--- src/rtl/alu_cmd_issuer.sv ---
// Command FIFO feeding a combinational ALU. Each command is held on registered
// ALU inputs for a full cycle, and its result is returned over a valid/ready handshake.
module alu_cmd_issuer #(
  parameter int W     = 9,
  parameter int DEPTH = 4,
  parameter int CW    = 3
) (
  input  logic          clk,
  input  logic          rst_n,
  input  logic          cmd_valid,
  output logic          cmd_ready,
  input  logic [W-1:0]  cmd_a,
  input  logic [W-1:0]  cmd_b,
  input  logic [3:0]    cmd_sel,
  output logic [W-1:0]  alu_a,
  output logic [W-1:0]  alu_b,
  output logic [3:0]    alu_sel,
  input  logic [W-1:0]  alu_z,
  output logic          res_valid,
  input  logic          res_ready,
  output logic [W-1:0]  res_z,
  output logic [3:0]    res_sel,
  output logic          res_err,
  output logic [CW-1:0] fifo_count
);

  localparam int AW = $clog2(DEPTH);

  typedef struct packed {
    logic [W-1:0] a;
    logic [W-1:0] b;
    logic [3:0]   sel;
  } cmd_t;

  typedef enum logic [1:0] {IDLE, ISSUE, DONE} state_t;

  cmd_t [DEPTH-1:0] mem;
  logic [AW-1:0]    wr_ptr, rd_ptr;
  logic [CW-1:0]    count;
  state_t           state;
  cmd_t             head;
  logic             push, pop, hs;

  // Ready is held low while reset is asserted so every output reads 0 in reset.
  assign cmd_ready  = rst_n && (count < CW'(DEPTH));
  assign fifo_count = count;
  assign head       = mem[rd_ptr];
  assign push       = cmd_valid && cmd_ready;
  assign hs         = res_valid && res_ready;
  assign pop        = (count != '0) && ((state == IDLE) || (state == DONE && hs));

  always_ff @(posedge clk or negedge rst_n) begin
    if (!rst_n) begin
      mem    <= '0;
      wr_ptr <= '0;
      rd_ptr <= '0;
      count  <= '0;
    end else begin
      if (push) begin
        mem[wr_ptr] <= '{a: cmd_a, b: cmd_b, sel: cmd_sel};
        wr_ptr      <= wr_ptr + AW'(1);
      end
      if (pop) rd_ptr <= rd_ptr + AW'(1);
      case ({push, pop})
        2'b10:   count <= count + CW'(1);
        2'b01:   count <= count - CW'(1);
        default: count <= count;
      endcase
    end
  end

  always_ff @(posedge clk or negedge rst_n) begin
    if (!rst_n) begin
      state     <= IDLE;
      alu_a     <= '0;
      alu_b     <= '0;
      alu_sel   <= '0;
      res_valid <= 1'b0;
      res_z     <= '0;
      res_sel   <= '0;
      res_err   <= 1'b0;
    end else begin
      case (state)
        IDLE: if (pop) begin
          alu_a   <= head.a;
          alu_b   <= head.b;
          alu_sel <= head.sel;
          state   <= ISSUE;
        end
        ISSUE: begin
          res_valid <= 1'b1;
          res_sel   <= alu_sel;
          // Opcode 4'b1111 has no ALU meaning; report it instead of passing z on.
          if (alu_sel == 4'b1111) begin
            res_z   <= '0;
            res_err <= 1'b1;
          end else begin
            res_z   <= alu_z;
            res_err <= 1'b0;
          end
          state <= DONE;
        end
        DONE: if (hs) begin
          res_valid <= 1'b0;
          if (pop) begin
            alu_a   <= head.a;
            alu_b   <= head.b;
            alu_sel <= head.sel;
            state   <= ISSUE;
          end else begin
            state <= IDLE;
          end
        end
        default: state <= IDLE;
      endcase
    end
  end

endmodule

--- config.mk ---
export PLATFORM = sky130hd
export DESIGN_NAME = alu_cmd_issuer
export DESIGN_NICKNAME = d
export VERILOG_FILES = /design/src/rtl/alu_cmd_issuer.sv
export SDC_FILE = /design/constraint.sdc
export NUM_CORES = 1
export LEC_CHECK = 0
export ABC_AREA = 1
export CAP_MARGIN = 20
export CORE_ASPECT_RATIO = 0.6
export CORE_MARGIN = 2
export CORE_UTILIZATION = 50
export CTS_BUF_LIST = sky130_fd_sc_hd__clkbuf_8
export CTS_CLUSTER_SIZE = 16
export DETAILED_ROUTE_END_ITERATION = 10
export PLACE_DENSITY = 0.74
export SKIP_CTS_REPAIR_TIMING = 1
export SLEW_MARGIN = 20
export SYNTH_ARGS = -nofsm -noshare
export SYNTH_HDL_FRONTEND = slang
export SYNTH_SLANG_ARGS = --single-unit
--- constraint.sdc ---
create_clock -name clk -period 5.8 [get_ports clk]
set_clock_uncertainty 0.05 [all_clocks]
set_input_delay 0.87 -clock clk [delete_from_list [all_inputs] [get_ports clk]]
set_output_delay 0.87 -clock clk [all_outputs]
set_load 0.01 [all_outputs]
==> results by group, run 1 <==
Cells and area
  – # diodes: 0
  – Share of layout cells above drive strength 1: 0.05189
  – Commonest non-fill, non-tap cell in the layout: nand2_1
  – Area grow syn2layout: 20.82%
  – Final nets: roughly 900
  – Finished Layout Cells: 1013
  – Cell area after layout: ~7400 sq um
  – Most frequent cells in the layout: nand2_1 (312), dfrtp_1 (134), inv_1 (122)

STA
  – Slew @ Worst Pin: 1087 ps
  – Final TNS setup: 0 ps
  – Final setup margin: 2661 ps
  – Final Hold Fails: 0
  – RSZ-0062 raised after global routing: no
  – Post-route minimum period: 3139 ps
  – Final period utilization: 0.5412
  – Final slew viol count: 0
  – Fmax: 0.3186 GHz
  – Final hold slack: 324.3 ps
  – Setup Viol. Count Final: 0
  – Relative slew slack: 0.2751

Power and ir drop
  – P_int: 1522 uW
  – Psw: 397.5 uW
  – Combinational group share of total power: 0.029
  – Reg power frac: 0.488
  – Pwr/cell area: 259.7 nW/um^2
  – Switching portion of total power: 0.2071
  – IR drop worst, VDD: 0.1582 mV
  – Leak: 0.003698 uW
  – Clock Power Share: 0.483

CTS
  – CTS clk-pin slew, worst paths: around 80 ps
  – Worst skew pair latency: 450 ps
  – Clock Tree Buf Depth: 2
  – H-tree depth: 4
  – Num CTS Buffers: 17
  – Clk sinks: 134
  – TritonCTS clock tree: built
  – CTS Root Cell: clkbuf_8

Synth
  – Mapped Area: between 6000 and 7000 sq um
  – Synth Register Bits: 134
  – Mean Syn Cell Area: 7.883 sq um
  – Synth Instances: 776
  – Number of synthesis warnings: 0
  – Post-Syn Nets: 817
  – Netlist cell types: 20
  – Part of the Yosys area used for sequential elements: 0.5482

Worst setup path
  – Worst EP required: 4880 ps
  – Reg-to-reg critical path endpoint: alu_b[7]
  – Worst path arrival time: between 2000 and 2500 ps
  – CP endpoint kind: primary output
  – Startpoint Class: primary input
  – WS Path Type: primary input to primary output
  – Crit-path max FO: 61
  – Worst r2r src: rd_ptr[1]
  – Setup slack, reg-to-reg: around 3300 ps
  – Reg2Reg Depth: 5

Global routing
  – Global-route wire length before repair: 24.05 mm
  – GRT Util Overall: 0.2321
  – Number of global-route vias before repair: between 4000 and 5000
  – Largest net degree at the start of global routing: 76
  – GRT Residual Overflow: 0
  – Antenna violations before repair: 0

Placed design
  – Placement Setup Slack: 2598 ps
  – HPWL Detailed: around 8.5 mm
  – Port Buffers: 75
  – RD Place Congestion: 0.7597
  – Placed cell area: slightly below 7000 sq um
  – Inst Count DP: roughly 980

Hold path
  – Tightest Hold Check Type: primary input to asynchronous set/reset pin

Floorplan
  – Die width: 146.8 um
  – Initial Util: 0.5104
  – Std-Cell Rows: 31
  – Die Area: 13160 sq um
  – Die Y: between 80 and 90 um
  – Core area: 11990 sq um
  – Ports: 76

Route
  – Total number of vias: around 5000
  – TritonRoute pass-1 iters: 5
  – DRC Markers: 0
  – Routed Wire Length: 14.15 mm
  – Initial DRC count: about 290
  – Drt wl/cell: 13.97 um
  – Antenna Nets Post-Route: 0
  – Vias per cell: 4.971

Run status
  – Outcome: complete, no violations

Run
  – Max cap viols: 0
-- sequential cells by signal (all words and copies together), names as in the netlist --
name and cells:
mem 88, alu_a 9, alu_b 9, res_z 9
alu_sel 4, res_sel 4, fifo_count 3, rd_ptr 2
state 2, wr_ptr 2, res_err 1, res_valid 1
-- power groups by stage --
stage	Clock, uW	Sequential [uW]	Combinational, uW
floorplan	0	954	10.1
global placement	0	954	55.4
detailed placement	0	954	57.7
CTS	937	936	58.0
global route	982	936	63.8
finish	928	936	56.1
-- worst max-delay path: stages --
cell and delay (ps):
buf_6 410, inv_1 150, nor2_4 210, clkdlybuf4s50_1 570
-- cell families (layout without fill, tap and decap cells) --
family | count (synthesis) | count (layout) | synth area share
flip-flops | 134 | 134 | 0.5482
AO/OA/AOI/OAI | 92 | 92 | 0.07527
AND/OR/NAND/NOR | 380 | 380 | 0.2520
buffers and inverters | 160 | 232 | 0.1053
XOR/XNOR | 4 | 4 | 0.005728
adder cells (fa/ha/maj) | 6 | 6 | 0.01350
-- synth_stat cells --
master	count	area, sq um
a21oi_1	1	5.000
buf_2	21	105.1
buf_4	2	15.01
clkbuf_1	6	22.52
clkbuf_2	8	40.04
dfrtp_1	134	3353
fa_1	1	20.02
ha_1	5	62.56
inv_1	122	457.9
inv_2	1	3.750
nand2_1	312	1171
nand3_1	56	280.3
nand3_2	4	40.04
nand4_1	1	6.260
nor2_1	4	15.01
nor2_2	1	6.260
nor2_4	2	22.52
o21ai_0	91	455.4
xnor2_1	1	8.760
xor2_1	3	26.28
-- stage by stage --
| step | power (uW) | utilization |
|---|---|---|
| finish | 1920 | 0.6167 |
| global route | 1982 | 0.6167 |
| CTS | 1931 | 0.6162 |
| detailed placement | 1012 | 0.5764 |
| global placement | 1009 | 0.5764 |
| floorplan | 964.5 | - |
-- layout make-up --
| type | count | area, sq um |
|---|---|---|
| clock buffer | 18 | 247.7 |
| fill | 1018 | 4594 |
| tap | 165 | 206.4 |
| inverter | 123 | 461.7 |
| clock inverter | 14 | 230.2 |
| timing repair buffer | 77 | 767.0 |
| multi-input combinational | 482 | 2125 |
| sequential | 134 | 3353 |
-- per-layer routing --
layer	part of all wire	up-vias	global-route usage
met5	0	-	0
met2	0.45	141	0.3713
met1	0.49	2411	0.3205
met4	0.0076	0	0.07590
li1	-	2470	-
met3	0.061	14	0.05404
-- worst max-delay path by stage --
stage | startpoint | to
3_3_place_gp | rst_n | cmd_ready
3_5_place_dp | res_ready | fifo_count[1]
5_1_grt | rst_n | cmd_ready
2_1_floorplan | res_ready | fifo_count[2]
6_report | rst_n | cmd_ready
4_1_cts | rst_n | cmd_ready
(Power assumes the default switching activity.)
==> inputs of run 2 (changes only) <==
--- a/config.mk
+++ b/config.mk
@@ -13,7 +13,7 @@
 export CTS_BUF_LIST = sky130_fd_sc_hd__clkbuf_8
 export CTS_CLUSTER_SIZE = 16
 export DETAILED_ROUTE_END_ITERATION = 10
-export PLACE_DENSITY = 0.74
+export PLACE_DENSITY = 0.77
 export SKIP_CTS_REPAIR_TIMING = 1
 export SLEW_MARGIN = 20
 export SYNTH_ARGS = -nofsm -noshare
==> constraint.sdc (replaced) <==
create_clock -name clk -period 2.65 [get_ports clk]
set_clock_uncertainty 0.05 [all_clocks]
set_input_delay 0.3975 -clock clk [delete_from_list [all_inputs] [get_ports clk]]
set_output_delay 0.3975 -clock clk [all_outputs]
set_load 0.01 [all_outputs]
==> run 2 against run 1 <==
Compared with the run above:
- core utilization is 0.56 points higher
- clock power is 120% higher
- via count decreased by 0.81%
- hold slack lost 280 ps
- power up 120%
- die area is the same
- worst setup slack got worse by 2100 ps
- count of clock-buffer cells in the layout unchanged
- combinational power rose by 120%
- largest power group unchanged
- highest routed layer unchanged
==> results by group, run 2 (synthesis results as in run 1) <==
Run status
  – Outcome: complete, no violations

CTS
  – Clock Tree Buf Depth: 2
  – Num CTS Buffers: 17
  – Clk sinks: around 130
  – CTS clk-pin slew, worst paths: 80 ps
  – Worst skew pair latency: 440 ps
  – CTS Root Cell: clkbuf_8
  – H-tree depth: 4
  – TritonCTS clock tree: built

Power and ir drop
  – IR drop worst, VDD: between 0.3 and 0.4 mV
  – Reg power frac: 0.491
  – Pwr/cell area: around 560 nW/um^2
  – Combinational group share of total power: 0.030
  – P_int: 3255 uW
  – Clock Power Share: 0.479
  – Psw: 918.7 uW
  – Leak: around 0.0037 uW
  – Switching portion of total power: 0.2201

Global routing
  – GRT Residual Overflow: 0
  – Number of global-route vias before repair: about 4800
  – Antenna violations before repair: 0
  – Largest net degree at the start of global routing: 76
  – Global-route wire length before repair: roughly 23 mm
  – GRT Util Overall: 0.2275

Cells and area
  – Largest Register: mem
  – Area grow syn2layout: 21.93%
  – Max reg flops: 88
  – Commonest non-fill, non-tap cell in the layout: nand2_1
  – Fill count: about 1000
  – Final nets: 885
  – Most frequent cells in the layout: nand2_1 (312), dfrtp_1 (134), inv_1 (122)
  – # diodes: 0
  – Share of layout cells above drive strength 1: 0.06068

Placed design
  – RD Place Congestion: around 0.82
  – Port Buffers: 75
  – HPWL Detailed: 8.317 mm

STA
  – RSZ-0062 raised after global routing: no
  – Post-route minimum period: between 2000 and 2500 ps
  – Final Hold Fails: 0
  – Slew @ Worst Pin: between 900 and 1000 ps
  – Final period utilization: 0.7992
  – Final TNS setup: 0 ps
  – Final slew viol count: 0
  – Setup Viol. Count Final: 0
  – Fmax: roughly 0.47 GHz
  – Relative slew slack: 0.3797
  – Final hold slack: 41.00 ps

Run
  – Max cap viols: 0

Worst setup path
  – Crit path largest cell delay: 570 ps
  – Worst EP required: 2200 ps
  – CP endpoint kind: primary output
  – Worst path arrival time: 1670 ps
  – Slowest CP cell: clkdlybuf4s50_1
  – Worst path cell trace: nor2_4 > clkdlybuf4s50_1
  – Crit-path max FO: 6
  – WS Path Type: flip-flop to primary output
  – Critical path buffer and inverter count: 1
  – Startpoint Class: flip-flop
  – Delay-heaviest family, CP: buffers and inverters

Route
  – Drt wl/cell: 13.63 um
  – Antenna Nets Post-Route: 0
  – Initial DRC count: 335
  – Vias per cell: about 4.9
  – TritonRoute pass-1 iters: 5
  – DRC Markers: 0
  – Routed Wire Length: 13.93 mm
  – Total number of vias: 4995

Floorplan
  – Die Y: between 80 and 90 um
  – Initial Util: 0.5104
  – Std-Cell Rows: 31
  – Ports: 76
  – Core area: 11990 sq um
  – Die width: 146.8 um
  – Die Area: about 13000 sq um

Hold path
  – Tightest Hold Check Type: primary input to asynchronous set/reset pin
## run 2: changes by cell type in the layout (fill, tap and decap cells not counted), sizes merged
cell and change:
buf +9, bufinv -1, clkinv -3, clkinvlp +1, inv +3
## run 2: worst paths after layout
check                      cells past startpoint     startpoint       endpoint  slack (ps)
max                                            2  fifo_count[2]      cmd_ready         530
min                                            2          rst_n       alu_b[4]          40
max reg2reg                                    9  fifo_count[2]  fifo_count[2]         630
min reg2reg                                    2     res_sel[2]     res_sel[2]         430
max in group asynchronous                      3          rst_n        mem[58]        1060
min in group clk                               5          rst_n      wr_ptr[1]         410
## run 2: power groups by stage
| stage | combinational, uW | sequential [uW] | clock (uW) |
|---|---|---|---|
| finish | 125 | 2050 | 2000 |
| detailed placement | 128 | 2090 | 0 |
| floorplan | 22.1 | 2090 | 0 |
| global route | 143 | 2050 | 2110 |
| global placement | 128 | 2090 | 0 |
| CTS | 129 | 2050 | 2030 |
## run 2: metal layers
| metal | track usage | up-vias | share of wire |
|---|---|---|---|
| li1 | - | 2479 | - |
| met5 | 0 | - | 0 |
| met3 | 0.06364 | 10 | 0.063 |
| met1 | 0.3208 | 2358 | 0.50 |
| met4 | 0.05472 | 0 | 0.0056 |
| met2 | 0.3564 | 148 | 0.43 |
## run 2: final cells by class
cell class / instances / area (sq um) / area share
flip-flops and latches: 134 / 3353 / 0.4496
well taps: 165 / 206.4 / 0.02768
repair buffers: 86 / 847.1 / 0.1136
inverters: 123 / 461.7 / 0.06190
clock buffers: 18 / 247.7 / 0.03322
clock inverters: 14 / 222.7 / 0.02986
multi-input cells: 482 / 2120 / 0.2842
## run 2: worst register-to-register path, stage by stage (launching register included)
cell and delay (ps):
dfrtp_1 450, inv_1 130, nand2_1 60, nor2_1 210
nor2_4 70, ha_1 220, fa_1 390, nand2_1 80
nand3_1 100, xor2_1 150
## run 2: per-stage QoR
| step | setup slack (ps) | cells | area (sq um) | util | total power, uW |
|---|---|---|---|---|---|
| 2_1_floorplan | 586.1 | 776 | 6117 | - | 2111 |
| 3_3_place_gp | 368.9 | 990 | 6988 | 0.5830 | 2216 |
| 3_5_place_dp | 299.1 | 990 | 6988 | 0.5830 | 2217 |
| 4_1_cts | 514.7 | 1022 | 7458 | 0.6223 | 4206 |
| 5_1_grt | 475.6 | 1022 | 7458 | 0.6223 | 4302 |
| 6_report | 532.2 | 1022 | 7458 | 0.6223 | 4174 |
==> inputs of run 3 (changes only) <==
--- a/config.mk
+++ b/config.mk
@@ -13,7 +13,7 @@
 export CTS_BUF_LIST = sky130_fd_sc_hd__clkbuf_8
 export CTS_CLUSTER_SIZE = 16
 export DETAILED_ROUTE_END_ITERATION = 10
-export PLACE_DENSITY = 0.77
+export PLACE_DENSITY = 0.74
 export SKIP_CTS_REPAIR_TIMING = 1
 export SLEW_MARGIN = 20
 export SYNTH_ARGS = -nofsm -noshare
==> constraint.sdc (replaced) <==
create_clock -name clk -period 2.2 [get_ports clk]
set_clock_uncertainty 0.05 [all_clocks]
set_input_delay 0.33 -clock clk [delete_from_list [all_inputs] [get_ports clk]]
set_output_delay 0.33 -clock clk [all_outputs]
set_load 0.01 [all_outputs]
==> run 3 against run 2 <==
Compared with the run above:
- routed wire length is 3.2% higher
- hold slack better by 300 ps
- critical path type unchanged
- critical endpoint unchanged
- core utilization is 0.15 points lower
- first-iteration DRC count is 16% higher
- critical path depth stayed put
==> results by group, run 3 (synthesis results as in run 1) <==
Run status
  – Outcome: complete, no violations

Floorplan
  – Die width: ~150 um
  – Ports: 76
  – Std-Cell Rows: 31
  – Die Y: between 80 and 90 um
  – Die Area: approximately 13000 sq um
  – Core area: between 10000 and 15000 sq um
  – Initial Util: 0.5104

Placed design
  – Placement Setup Slack: -4.559 ps
  – RD Place Congestion: 0.7437
  – Port Buffers: 75
  – Placed cell area: 7015 sq um
  – HPWL Detailed: ~8.7 mm

Power and ir drop
  – Reg power frac: 0.518
  – P_int: ~3700 uW
  – IR drop worst, VDD: 0.3491 mV
  – Pwr/cell area: 640.6 nW/um^2
  – Overall Power: 4766 uW
  – Clock Power Share: 0.450
  – Combinational group share of total power: 0.032
  – Leak: 0.003721 uW
  – Psw: 1108 uW
  – Switching portion of total power: 0.2326

Worst setup path
  – Worst EP required: between 1500 and 2000 ps
  – Slowest CP cell: clkdlybuf4s50_1
  – CP endpoint kind: primary output
  – Critical path buffer and inverter count: 1
  – Delay-heaviest family, CP: buffers and inverters
  – WS Path Type: flip-flop to primary output
  – Worst path arrival time: approximately 1700 ps
  – Startpoint Class: flip-flop
  – Crit path largest cell delay: 570 ps
  – Crit-path max FO: 6
  – Worst path cell trace: nor2_4 > clkdlybuf4s50_1

Cells and area
  – Multi-input logic area: 2120 sq um
  – Fin util: 0.6208
  – Sequential cell area: roughly 3400 sq um
  – Fill count: 1044
  – Cell area after layout: 7441 sq um
  – Max reg flops: 88
  – Commonest non-fill, non-tap cell in the layout: nand2_1
  – Area grow syn2layout: 21.64%
  – Final nets: ~890
  – Share of layout cells above drive strength 1: 0.06163
  – Largest Register: mem
  – Most frequent cells in the layout: nand2_1 (312), dfrtp_1 (134), inv_1 (123)
  – # diodes: 0

STA
  – Final TNS setup: 0 ps
  – Final period utilization: 0.9477
  – Post-route minimum period: 2085 ps
  – Fmax: 0.4796 GHz
  – Final Hold Fails: 0
  – Setup Viol. Count Final: 0
  – Final setup margin: roughly 120 ps
  – RSZ-0062 raised after global routing: no
  – Final slew viol count: 0
  – Relative slew slack: 0.4808
  – Slew @ Worst Pin: between 700 and 800 ps

Global routing
  – Largest net degree at the start of global routing: 135
  – GRT Util Overall: 0.2359
  – Antenna violations before repair: 0
  – GRT Residual Overflow: 0
  – Global-route wire length before repair: roughly 24 mm
  – Number of global-route vias before repair: 5017

Route
  – Routed Wire Length: 14.37 mm
  – Met2 WL: 6.428 mm
  – Routed length on met1: 6.801 mm
  – Drt wl/cell: 14.02 um
  – Antenna Nets Post-Route: 0
  – Vias per cell: 5.035
  – Met3 WL: 956 um
  – Total number of vias: 5161
  – DRC Markers: 0
  – TritonRoute pass-1 iters: 5
  – Top layer in use: met4
  – Initial DRC count: 389

CTS
  – Clk sinks: 134
  – Worst skew pair latency: 440 ps
  – TritonCTS clock tree: built
  – Num CTS Buffers: 17
  – CTS Root Cell: clkbuf_8
  – CTS clk-pin slew, worst paths: 80 ps
  – Clock Tree Buf Depth: 2
  – H-tree depth: 4

Hold path
  – Tightest Hold Check Type: primary input to flip-flop

Run
  – Max cap viols: 0
==> run 3: cell types whose count changed in the layout (fill, tap and decap cells not counted), sizes merged <==
| cell | change |
|---|---|
| clkinv | +1 |
| dlygate4sd3 | +1 |
| bufinv | -2 |
| clkbuf | -1 |
| clkinvlp | +2 |
| buf | +2 |
==> run 3: power groups by stage <==
stage | logic (uW) | registers [uW] | clock network, uW
floorplan | 26.6 | 2520 | 0
global placement | 151 | 2520 | 0
detailed placement | 156 | 2520 | 0
CTS | 156 | 2470 | 2190
global route | 173 | 2470 | 2310
finish | 154 | 2470 | 2150
==> run 3: per-stage QoR <==
stage / hold slack, ps / instances
floorplan: -15.59 / 776
global placement: 403.8 / 992
detailed placement: 414.2 / 992
CTS: -35.05 / 1024
global route: 360.6 / 1025
finish: 343.9 / 1025
==> run 3: final timing paths <==
| check | start | end | slack, ps | cells past startpoint |
|---|---|---|---|---|
| worst max-delay path | fifo_count[2] | cmd_ready | 120 | 2 |
| worst min-delay path | rst_n | wr_ptr[0] | 340 | 5 |
| worst max register to register | fifo_count[2] | fifo_count[2] | 150 | 7 |
| worst min register to register | res_sel[2] | res_sel[2] | 430 | 2 |
| max in group asynchronous | rst_n | mem[34] | 980 | 3 |
| min in group asynchronous | rst_n | alu_b[6] | 470 | 3 |
==> run 3: routing by layer <==
| layer | up-vias | GRT usage |
|---|---|---|
| met5 | - | 0 |
| met4 | 0 | 0.09444 |
| met3 | 21 | 0.04949 |
| met2 | 186 | 0.3837 |
| met1 | 2463 | 0.3183 |
| li1 | 2491 | - |
==> run 3: layout make-up <==
| type | instances | area share |
|---|---|---|
| clock buffer | 17 | 0.03144 |
| clock inverter | 15 | 0.02438 |
| inverter | 123 | 0.06205 |
| multi-input combinational | 482 | 0.2848 |
| sequential | 134 | 0.4506 |
| tap | 165 | 0.02775 |
| timing repair buffer | 89 | 0.1189 |
==> run 3: worst reg2reg max path, stage by stage, from the launching register on <==
cell and delay (ps):
dfrtp_1 460, nor2_4 240, nand2_1 170, ha_1 280
fa_1 410, nand2_1 110, nand3_1 90, xor2_1 140
